**src/rtl/irq_seq_pkg.sv**
```systemverilog
`default_nettype none
// ============================================================================
// Module   : irq_seq_pkg
// Purpose  : Shared state encoding and cause/PC-select constants.
// Revision : 1.0  initial release
// ============================================================================
package irq_seq_pkg;

  typedef enum logic [2:0] {
    ST_IDLE    = 3'd0,
    ST_FLUSH   = 3'd1,
    ST_VECTOR  = 3'd2,
    ST_SERVICE = 3'd3,
    ST_RETURN  = 3'd4
  } state_t;

  localparam logic [4:0] EXC_INT = 5'd0;
  localparam logic [4:0] EXC_OV  = 5'd12;
  localparam logic [2:0] TRAP_ID = 3'd7;
  localparam logic [1:0] PC_NORM = 2'b00;
  localparam logic [1:0] PC_VEC  = 2'b01;
  localparam logic [1:0] PC_EPC  = 2'b10;

endpackage
`default_nettype wire

```
**src/rtl/irq_prio_enc.sv**
```systemverilog
`default_nettype none
// ============================================================================
// Module   : irq_prio_enc
// Purpose  : 6-bit priority encoder; highest set index wins.
// Revision : 1.0  initial release
// ============================================================================
module irq_prio_enc (
  input  logic [5:0] req,
  output logic       valid,
  output logic [2:0] idx
);

  always_comb begin
    valid = |req;
    idx   = 3'd0;
    // Ascending scan so the last (highest) set bit overrides lower ones.
    for (int i = 0; i < 6; i++) begin
      if (req[i]) idx = 3'(i);
    end
  end

endmodule
`default_nettype wire

```
**src/rtl/irq_sequencer.sv**
```systemverilog
`default_nettype none
// ============================================================================
// Module   : irq_sequencer
// Purpose  : Interrupt/trap pending capture and exception entry/return FSM.
//            Define IRQ_SYNC_EN to add a two-flop synchronizer on irq_in.
// Revision : 1.0  initial release
// ============================================================================
module irq_sequencer
  import irq_seq_pkg::*;
(
  input  logic       clk,
  input  logic       rst,
  input  logic [5:0] irq_in,
  input  logic       alu_trap,
  input  logic       ie,
  input  logic [5:0] im,
  input  logic       exl_in,
  input  logic       eret,
  input  logic       clr_we,
  input  logic [5:0] clr_mask,
  output logic [5:0] cp0_interrupt,
  output logic       stall,
  output logic       flush,
  output logic       take_exc,
  output logic       epc_we,
  output logic [1:0] pc_sel,
  output logic [4:0] exc_code,
  output logic [2:0] irq_id,
  output logic       busy,
  output logic       trap_lost
);

  state_t     r_state;
  state_t     w_state_nxt;
  logic [5:0] r_irq_prev;
  logic [5:0] r_pending;
  logic [4:0] r_exc_code;
  logic [2:0] r_irq_id;
  logic       r_trap_lost;
  logic [5:0] w_irq_src;
  logic [5:0] w_rise;
  logic [5:0] w_clr;
  logic [5:0] w_req;
  logic       w_req_valid;
  logic [2:0] w_win;
  logic       w_take;

`ifdef IRQ_SYNC_EN
  logic [5:0] r_sync1;
  logic [5:0] r_sync2;

  always_ff @(posedge clk) begin
    if (rst) begin
      r_sync1 <= '0;
      r_sync2 <= '0;
    end else begin
      r_sync1 <= irq_in;
      r_sync2 <= r_sync1;
    end
  end

  assign w_irq_src = r_sync2;
`else
  assign w_irq_src = irq_in;
`endif

  assign w_rise = w_irq_src & ~r_irq_prev;
  assign w_clr  = clr_we ? clr_mask : 6'd0;
  assign w_req  = r_pending & im;

  irq_prio_enc u_prio_enc (
    .req   (w_req),
    .valid (w_req_valid),
    .idx   (w_win)
  );

  always_ff @(posedge clk) begin
    if (rst) begin
      r_state     <= ST_IDLE;
      r_irq_prev  <= '0;
      r_pending   <= '0;
      r_exc_code  <= '0;
      r_irq_id    <= '0;
      r_trap_lost <= 1'b0;
    end else begin
      r_state    <= w_state_nxt;
      r_irq_prev <= w_irq_src;
      // OR-ing the rise in after the clear makes a same-cycle set win.
      r_pending  <= (r_pending & ~w_clr) | w_rise;
      if (w_take) begin
        r_exc_code <= alu_trap ? EXC_OV  : EXC_INT;
        r_irq_id   <= alu_trap ? TRAP_ID : w_win;
      end
      if (r_state != ST_IDLE && alu_trap) r_trap_lost <= 1'b1;
    end
  end

  always_comb begin
    w_state_nxt = r_state;
    w_take      = 1'b0;
    stall       = 1'b0;
    flush       = 1'b0;
    take_exc    = 1'b0;
    epc_we      = 1'b0;
    pc_sel      = PC_NORM;
    case (r_state)
      ST_IDLE: begin
        if (ie && !exl_in && (alu_trap || w_req_valid)) begin
          w_take      = 1'b1;
          w_state_nxt = ST_FLUSH;
        end
      end
      ST_FLUSH: begin
        stall       = 1'b1;
        flush       = 1'b1;
        w_state_nxt = ST_VECTOR;
      end
      ST_VECTOR: begin
        stall       = 1'b1;
        take_exc    = 1'b1;
        epc_we      = 1'b1;
        pc_sel      = PC_VEC;
        w_state_nxt = ST_SERVICE;
      end
      ST_SERVICE: begin
        if (eret) w_state_nxt = ST_RETURN;
      end
      ST_RETURN: begin
        pc_sel      = PC_EPC;
        w_state_nxt = ST_IDLE;
      end
      default: w_state_nxt = ST_IDLE;
    endcase
    // Strobes are silenced while reset is held, even before the state clears.
    if (rst) begin
      w_take   = 1'b0;
      stall    = 1'b0;
      flush    = 1'b0;
      take_exc = 1'b0;
      epc_we   = 1'b0;
      pc_sel   = PC_NORM;
    end
  end

  assign cp0_interrupt = r_pending;
  assign exc_code      = r_exc_code;
  assign irq_id        = r_irq_id;
  assign trap_lost     = r_trap_lost;
  assign busy          = (r_state != ST_IDLE);

endmodule
`default_nettype wire

```
**config.mk**
```make
export PLATFORM = sky130hd
export DESIGN_NAME = irq_sequencer
export DESIGN_NICKNAME = d
export VERILOG_FILES = /design/src/rtl/irq_seq_pkg.sv /design/src/rtl/irq_prio_enc.sv /design/src/rtl/irq_sequencer.sv
export SDC_FILE = /design/constraint.sdc
export NUM_CORES = 1
export LEC_CHECK = 0
export BUFFER_PORTS_ARGS = -buffer_cell sky130_fd_sc_hd__buf_2
export CAP_MARGIN = 30
export CORE_AREA = 2 2 51 53
export CTS_BUF_LIST = sky130_fd_sc_hd__clkbuf_4
export DETAILED_ROUTE_END_ITERATION = 12
export DIE_AREA = 0 0 53 55
export PLACE_DENSITY = 0.68
export SYNTH_ARGS = -nofsm -noshare
export SYNTH_HDL_FRONTEND = slang
export SYNTH_SLANG_ARGS = --single-unit
```
**constraint.sdc**
```tcl
create_clock -name clk -period 3.4 [get_ports clk]
set_clock_uncertainty 0.05 [all_clocks]
set_input_delay 0.51 -clock clk [delete_from_list [all_inputs] [get_ports clk]]
set_output_delay 0.51 -clock clk [all_outputs]
set_load 0.005 [all_outputs]
```
==> flow_metrics.py, run 1 <==
metrics = {
    "outcome": {
        "status": "finished clean",
    },
    "floorplanning": {
        "pin_count": 47,
        "die_area_sq_mm": 0.002915,
        "coreArea_sq_mm": 0.002365,
        "initial_core_util_pct": 36.93,
        "die_h_um": 55,
        "fp.dieW_um": 53,
        "rows": 18,
    },
    "clock_tree": {
        "root_buffer": "clkbuf_4",
        "clock_latency_ps": 280,
        "clk_path_buf_depth": 2,
        "cts_num_sinks": 20,
        "clk_pin_slew_ps": 100,
        "cts_buffers": 3,
        "ctsHoldBuffers": 0,
        "post-cts-setup-buffer-count": 0,
        "h-tree-depth": 1,
        "cts_resized": 0,
        "tritoncts": "done",
    },
    "yosys": {
        "synth_area_sq_um": 873.3,
        "avgSynthCellArea_sq_um": 9.003,
        "yosysTopAreaCell": "dfxtp_1",
        "yosysMostFrequentCell": "dfxtp_1",
        "yosysTopAreaCellShare_pct": 45.85,
        "synthDistinctLibCells": 25,
        "synth_seq_cells": 20,
        "netlist_instances": 97,
        "async_flop_share_pct": 0,
        "ys_seq_area_share_pct": 45.85,
        "synth_area_leaders": "dfxtp_1 46%, nor2b_1 8.6%, nor2_1 6.4%, buf_4 6.0%, nand2_1 4.3%",
        "synth.top_cells.by_count": "20 x dfxtp_1, 15 x nor2_1, 12 x nor2b_1",
        "synthFlopType": "dfxtp_1",
        "synth-edff-count": 0,
        "ys.warnings.count": 0,
    },
    "worst_setup_path": {
        "cp_top_family": "simple AND/OR/NAND/NOR gates",
        "worstPathArrival_ps": 1360,
        "path_cells": "buf_2, nor2_1, nand2_1, nor2_1, buf_2",
        "cp_slowest_cell": "buf_2",
        "critPathLaunchType": "primary input",
        "r2r_slack_ps": 1730,
        "worst-setup-path-type": "primary input to output pin",
        "r2r_cells": 4,
        "path_max_fanout": 21,
        "timing.rr.end": "exc_code[2]$_SDFFE_PP0P_",
        "cp-end-kind": "output pin",
        "critical_path.max_stage_delay_ps": 220,
        "cp-startpoint": "rst",
        "r2r-start": "r_state[0]$_SDFFE_PP0P_",
        "crit_buf_inv": 2,
        "cp.required_ps": 2840,
    },
    "timing": {
        "max_slew_margin_pct": 60.02,
        "tightest_slew_ps": 599.6,
        "setup_ws_ps": 1478,
        "worst_hold_slack_ps": 395.5,
        "fmax_mhz": 520.2,
        "drv_slew": 0,
        "finalCriticalPeriod_ps": 1922,
        "grt_setup_unrepaired": "no",
        "setup_viol": 0,
        "finalSetupTns_ps": 0,
        "timing.final.crit_share_pct": 56.54,
        "hold_violations": 0,
    },
    "global_routing": {
        "grtUsageTotal_pct": 13.92,
        "grt_pass1_wl_mm": 3.049,
        "overflow": 0,
        "grt_antenna_before_repair": 0,
        "grt_max_degree": 22,
        "grt_pass1_vias": 758,
    },
    "flow_run": {
        "cap_violations": 0,
    },
    "hold_path": {
        "whs_path_depth": 2,
        "hold_end": "r_state[1]$_SDFFE_PP0P_",
        "holdCritPathClass": "primary input to flop",
        "hold_start": "eret",
    },
    "finish": {
        "area_growth_pct": 24.21,
        "multiInputGateArea_sq_um": 409.1,
        "seqCellArea_sq_um": 400.4,
        "stdcell_count": 165,
        "n_antenna_cell": 0,
        "drive_above_1_share_pct": 35.56,
        "final_nets": 162,
        "nFillCells": 270,
    },
    "place": {
        "dp_cells": 162,
        "port_buffers": 43,
        "hpwl_mm": 1.495,
        "dp_slack_ps": 1469,
        "place_congestion": 0.7686,
    },
    "routing": {
        "routed_wl_mm": 1.845,
        "vias": 794,
        "ant_nets": 0,
        "drt-initial-drc-count": 6,
        "avgViaCountPerCell": 4.812,
        "firstDrtPassIters": 4,
        "avgRoutedWirePerCell_um": 11.18,
        "drc": 0,
    },
    "power": {
        "finalPower_w": 0.0004483,
        "power.leakage_nw": 0.5010,
        "power.density_mw_per_mm2": 413.2,
        "vdd_ir_drop_max_mv": 0.2092,
    },
}
[how the worst max path moves through the flow]
| stage | depth (start not counted) | endpoint |
|---|---|---|
| after floorplan | 4 | exc_code[2]$_SDFFE_PP0P_ |
| after global placement | 5 | take_exc |
| after detailed placement | 5 | epc_we |
| after CTS | 5 | epc_we |
| after global routing | 5 | epc_we |
| final | 5 | epc_we |
[stage by stage]
stage	cell area, sq um	utilization [%]
CTS	1085	45.87
floorplan	880.8	-
detailed placement	1062	44.92
finish	1085	45.87
global route	1085	45.87
global placement	1062	44.92
[layout make-up]
type,count,area share [%]
Sequential cell,20,36.91
Tap cell,30,3.460
Multi-Input combinational cell,69,37.72
Clock buffer,3,2.076
Timing Repair Buffer,43,19.84
[layer usage]
metal	share of wire, %	vias up	global-route usage, %
met4	0.70	0	4.274
met1	41	364	15.89
met2	50	25	25.21
met3	8.3	2	4.032
li1	-	403	-
met5	0	-	0
[flip-flops by register name, summed over array words and instances (netlist names)]
signal and count:
cp0_interrupt 6, exc_code 1, irq_id 3, r_irq_prev 6, r_state 3, trap_lost 1
[layout by cell type, fill, tap and decap left out, types with 2 or more instances in the layout]
cell,instances
dfxtp_1,20
buf_2,43
clkbuf_4,3
nor2_1,15
a21oi_1,7
a211oi_1,3
a22oi_1,2
nor4b_1,2
a221oi_1,3
conb_1,3
nand2_1,10
nor2b_1,12
[cell families (layout without fill, tap and decap cells)]
kind of cell	count (synthesis)	after routing	synth area share [%]
other cells	1	3	0.4294
compound gates	22	22	19.49
xor+xnor	1	1	1.003
simple gates	42	42	23.93
mux	1	1	1.146
buf+inv	10	46	8.166
flops	20	20	45.84
[report_power, final]
part | switching, W | internal [W] | total [W] | leakage (nW)
combinational | 0.0000398 | 0.0000427 | 0.0000825 | 0.322
clock | 0.0000614 | 0.0000410 | 0.000102 | 0.0138
sequential | 0.0000133 | 0.000250 | 0.000263 | 0.165
total | 0.000114 | 0.000334 | 0.000448 | 0.501
(Power assumes the default switching activity.)
==> run 2, diff against run 1 <==
- PLACE_DENSITY: 0.68 -> 0.71
- clock period: 3.4 -> 1.7 ns (I/O delays scaled with it)
==> run 2 against run 1 <==
Compared with the run above: combinational power grew 120%; worst setup slack worse by 1300 ps; die area did not move; via count is 0.50% lower; sequential share of layout area fell by 0.75 points; first-iteration DRC count is 33% lower; hold slack worse by 270 ps; final area up 2.1%; register-to-register slack worse by 1600 ps; flip-flop and latch count stayed put; clock power rose by 110%; critical path type is now flop to flop.
==> flow_metrics.py, run 2 (synthesis gave the netlist of run 1 again) <==
metrics = {
    "clock_tree": {
        "clk_pin_slew_ps": 100,
        "cts_buffers": 3,
        "h-tree-depth": 1,
        "ctsHoldBuffers": 0,
        "clock_latency_ps": 290,
        "root_buffer": "clkbuf_4",
        "cts_num_sinks": 20,
        "cts_resized": 0,
        "clk_path_buf_depth": 2,
        "post-cts-setup-buffer-count": 0,
        "tritoncts": "done",
    },
    "global_routing": {
        "grt_pass1_wl_mm": 2.960,
        "grt_use_met2_pct": 24.79,
        "grtUsageTotal_pct": 14.12,
        "use_met3_pct": 2.419,
        "grt_antenna_before_repair": 0,
        "grt-busiest-layer": "met2",
        "overflow": 0,
        "met1_usage_pct": 16.31,
        "grt_max_degree": 22,
        "grt_pass1_vias": 729,
    },
    "worst_setup_path": {
        "critical_path.max_stage_delay_ps": 410,
        "path_max_fanout": 7,
        "critPathLaunchType": "flop",
        "worst-setup-path-type": "flop to flop",
        "cp-end-kind": "flop",
        "r2r-start": "r_state[0]$_SDFFE_PP0P_",
        "cp_slowest_cell": "or3_4",
        "r2r_cells": 4,
        "timing.rr.end": "exc_code[2]$_SDFFE_PP0P_",
        "r2r_slack_ps": 170,
        "worstPathArrival_ps": 1660,
        "cp.required_ps": 1830,
        "path_cells": "or3_4, a311oi_4, mux2i_1, nor2_1",
    },
    "finish": {
        "n_antenna_cell": 0,
        "layout_common_cells": "43 x buf_2, 20 x dfxtp_1, 15 x nor2_1",
        "drive_above_1_share_pct": 36.96,
        "final_nets": 165,
        "utilization_pct": 46.83,
        "area_growth_pct": 26.79,
        "finalInstanceArea_sq_mm": 0.001107,
        "final_common_cell": "buf_2",
    },
    "floorplanning": {
        "rows": 18,
        "pin_count": 47,
        "fp.dieW_um": 53,
        "die_h_um": 55,
        "die_area_sq_mm": 0.002915,
        "coreArea_sq_mm": 0.002365,
        "initial_core_util_pct": 36.93,
    },
    "place": {
        "place_congestion": 0.7985,
        "hpwl_mm": 1.513,
        "port_buffers": 43,
        "placed_cell_area_sq_mm": 0.001085,
    },
    "power": {
        "vdd_ir_drop_max_mv": 0.4379,
        "power.density_mw_per_mm2": 825.1,
        "p_int_w": 0.0006750,
        "finalPower_w": 0.0009137,
        "pwr-share-seq_pct": 57.0,
        "p_clk_share_pct": 23.3,
        "power.leakage_nw": 0.5165,
        "p_comb_share_pct": 19.7,
        "switchingPower_w": 0.0002387,
        "swShare_pct": 26.12,
    },
    "timing": {
        "drv_slew": 0,
        "hold_violations": 0,
        "finalCriticalPeriod_ps": 1530,
        "grt_setup_unrepaired": "no",
        "fmax_mhz": 653.5,
        "finalSetupTns_ps": 0,
        "timing.final.crit_share_pct": 90.02,
        "setup_viol": 0,
        "worst_hold_slack_ps": 129.8,
    },
    "hold_path": {
        "holdCritPathClass": "primary input to flop",
        "hold_end": "r_state[1]$_SDFFE_PP0P_",
        "hold_start": "eret",
        "whs_path_depth": 2,
    },
    "routing": {
        "drc": 0,
        "routed_wl_mm": 1.870,
        "avgViaCountPerCell": 4.702,
        "vias": 790,
        "firstDrtPassIters": 4,
        "ant_nets": 0,
        "avgRoutedWirePerCell_um": 11.13,
        "drt-initial-drc-count": 4,
    },
    "flow_run": {
        "cap_violations": 0,
    },
    "outcome": {
        "status": "finished clean",
    },
}
[run 2: power groups by stage]
stage	registers, W	clock network (W)	logic, W
after floorplan	0.000529	0	0.000111
after global placement	0.000530	0	0.000176
after detailed placement	0.000532	0	0.000182
after CTS	0.000521	0.000224	0.000183
after global routing	0.000525	0.000241	0.000204
final	0.000521	0.000213	0.000180
[run 2: worst max-delay path by stage]
stage	start	endpoint	slack, ps	cells past startpoint
after floorplan	r_state[0]$_SDFFE_PP0P_	exc_code[2]$_SDFFE_PP0P_	120	5
after global placement	r_state[0]$_SDFFE_PP0P_	exc_code[2]$_SDFFE_PP0P_	220	4
after detailed placement	r_state[0]$_SDFFE_PP0P_	exc_code[2]$_SDFFE_PP0P_	180	4
after CTS	r_state[0]$_SDFFE_PP0P_	irq_id[1]$_SDFFE_PP0P_	160	4
after global routing	r_state[2]$_SDFFE_PP0P_	epc_we	30	4
final	r_state[0]$_SDFFE_PP0P_	exc_code[2]$_SDFFE_PP0P_	170	4
[run 2: worst max-delay path, delay by kind of cell, from the launching register on]
kind	cells	cell delay (ps)
and+or+nand+nor	2	460
muxes	1	230
DFF	1	320
AOI/OAI and AO/OA	1	360
[run 2: final cells by class]
class | instances | area [sq um]
fillers | 248 | 1257
multi-input cells | 69 | 409.1
flip-flops and latches | 20 | 400.4
repair buffers | 46 | 237.7
well taps | 30 | 37.54
clock buffers | 3 | 22.52
[run 2: metrics by stage]
stage,instances,setup slack (ps)
after global routing,168,28.15
after detailed placement,165,178.8
after CTS,168,157.3
final,168,169.7
after global placement,165,221.2
after floorplan,99,120.7
[run 2: layer usage]
layer,part of all wire [%],vias to the layer above
met4,0.80,0
li1,-,408
met5,0,-
met2,48,35
met1,45,345
met3,6.0,2
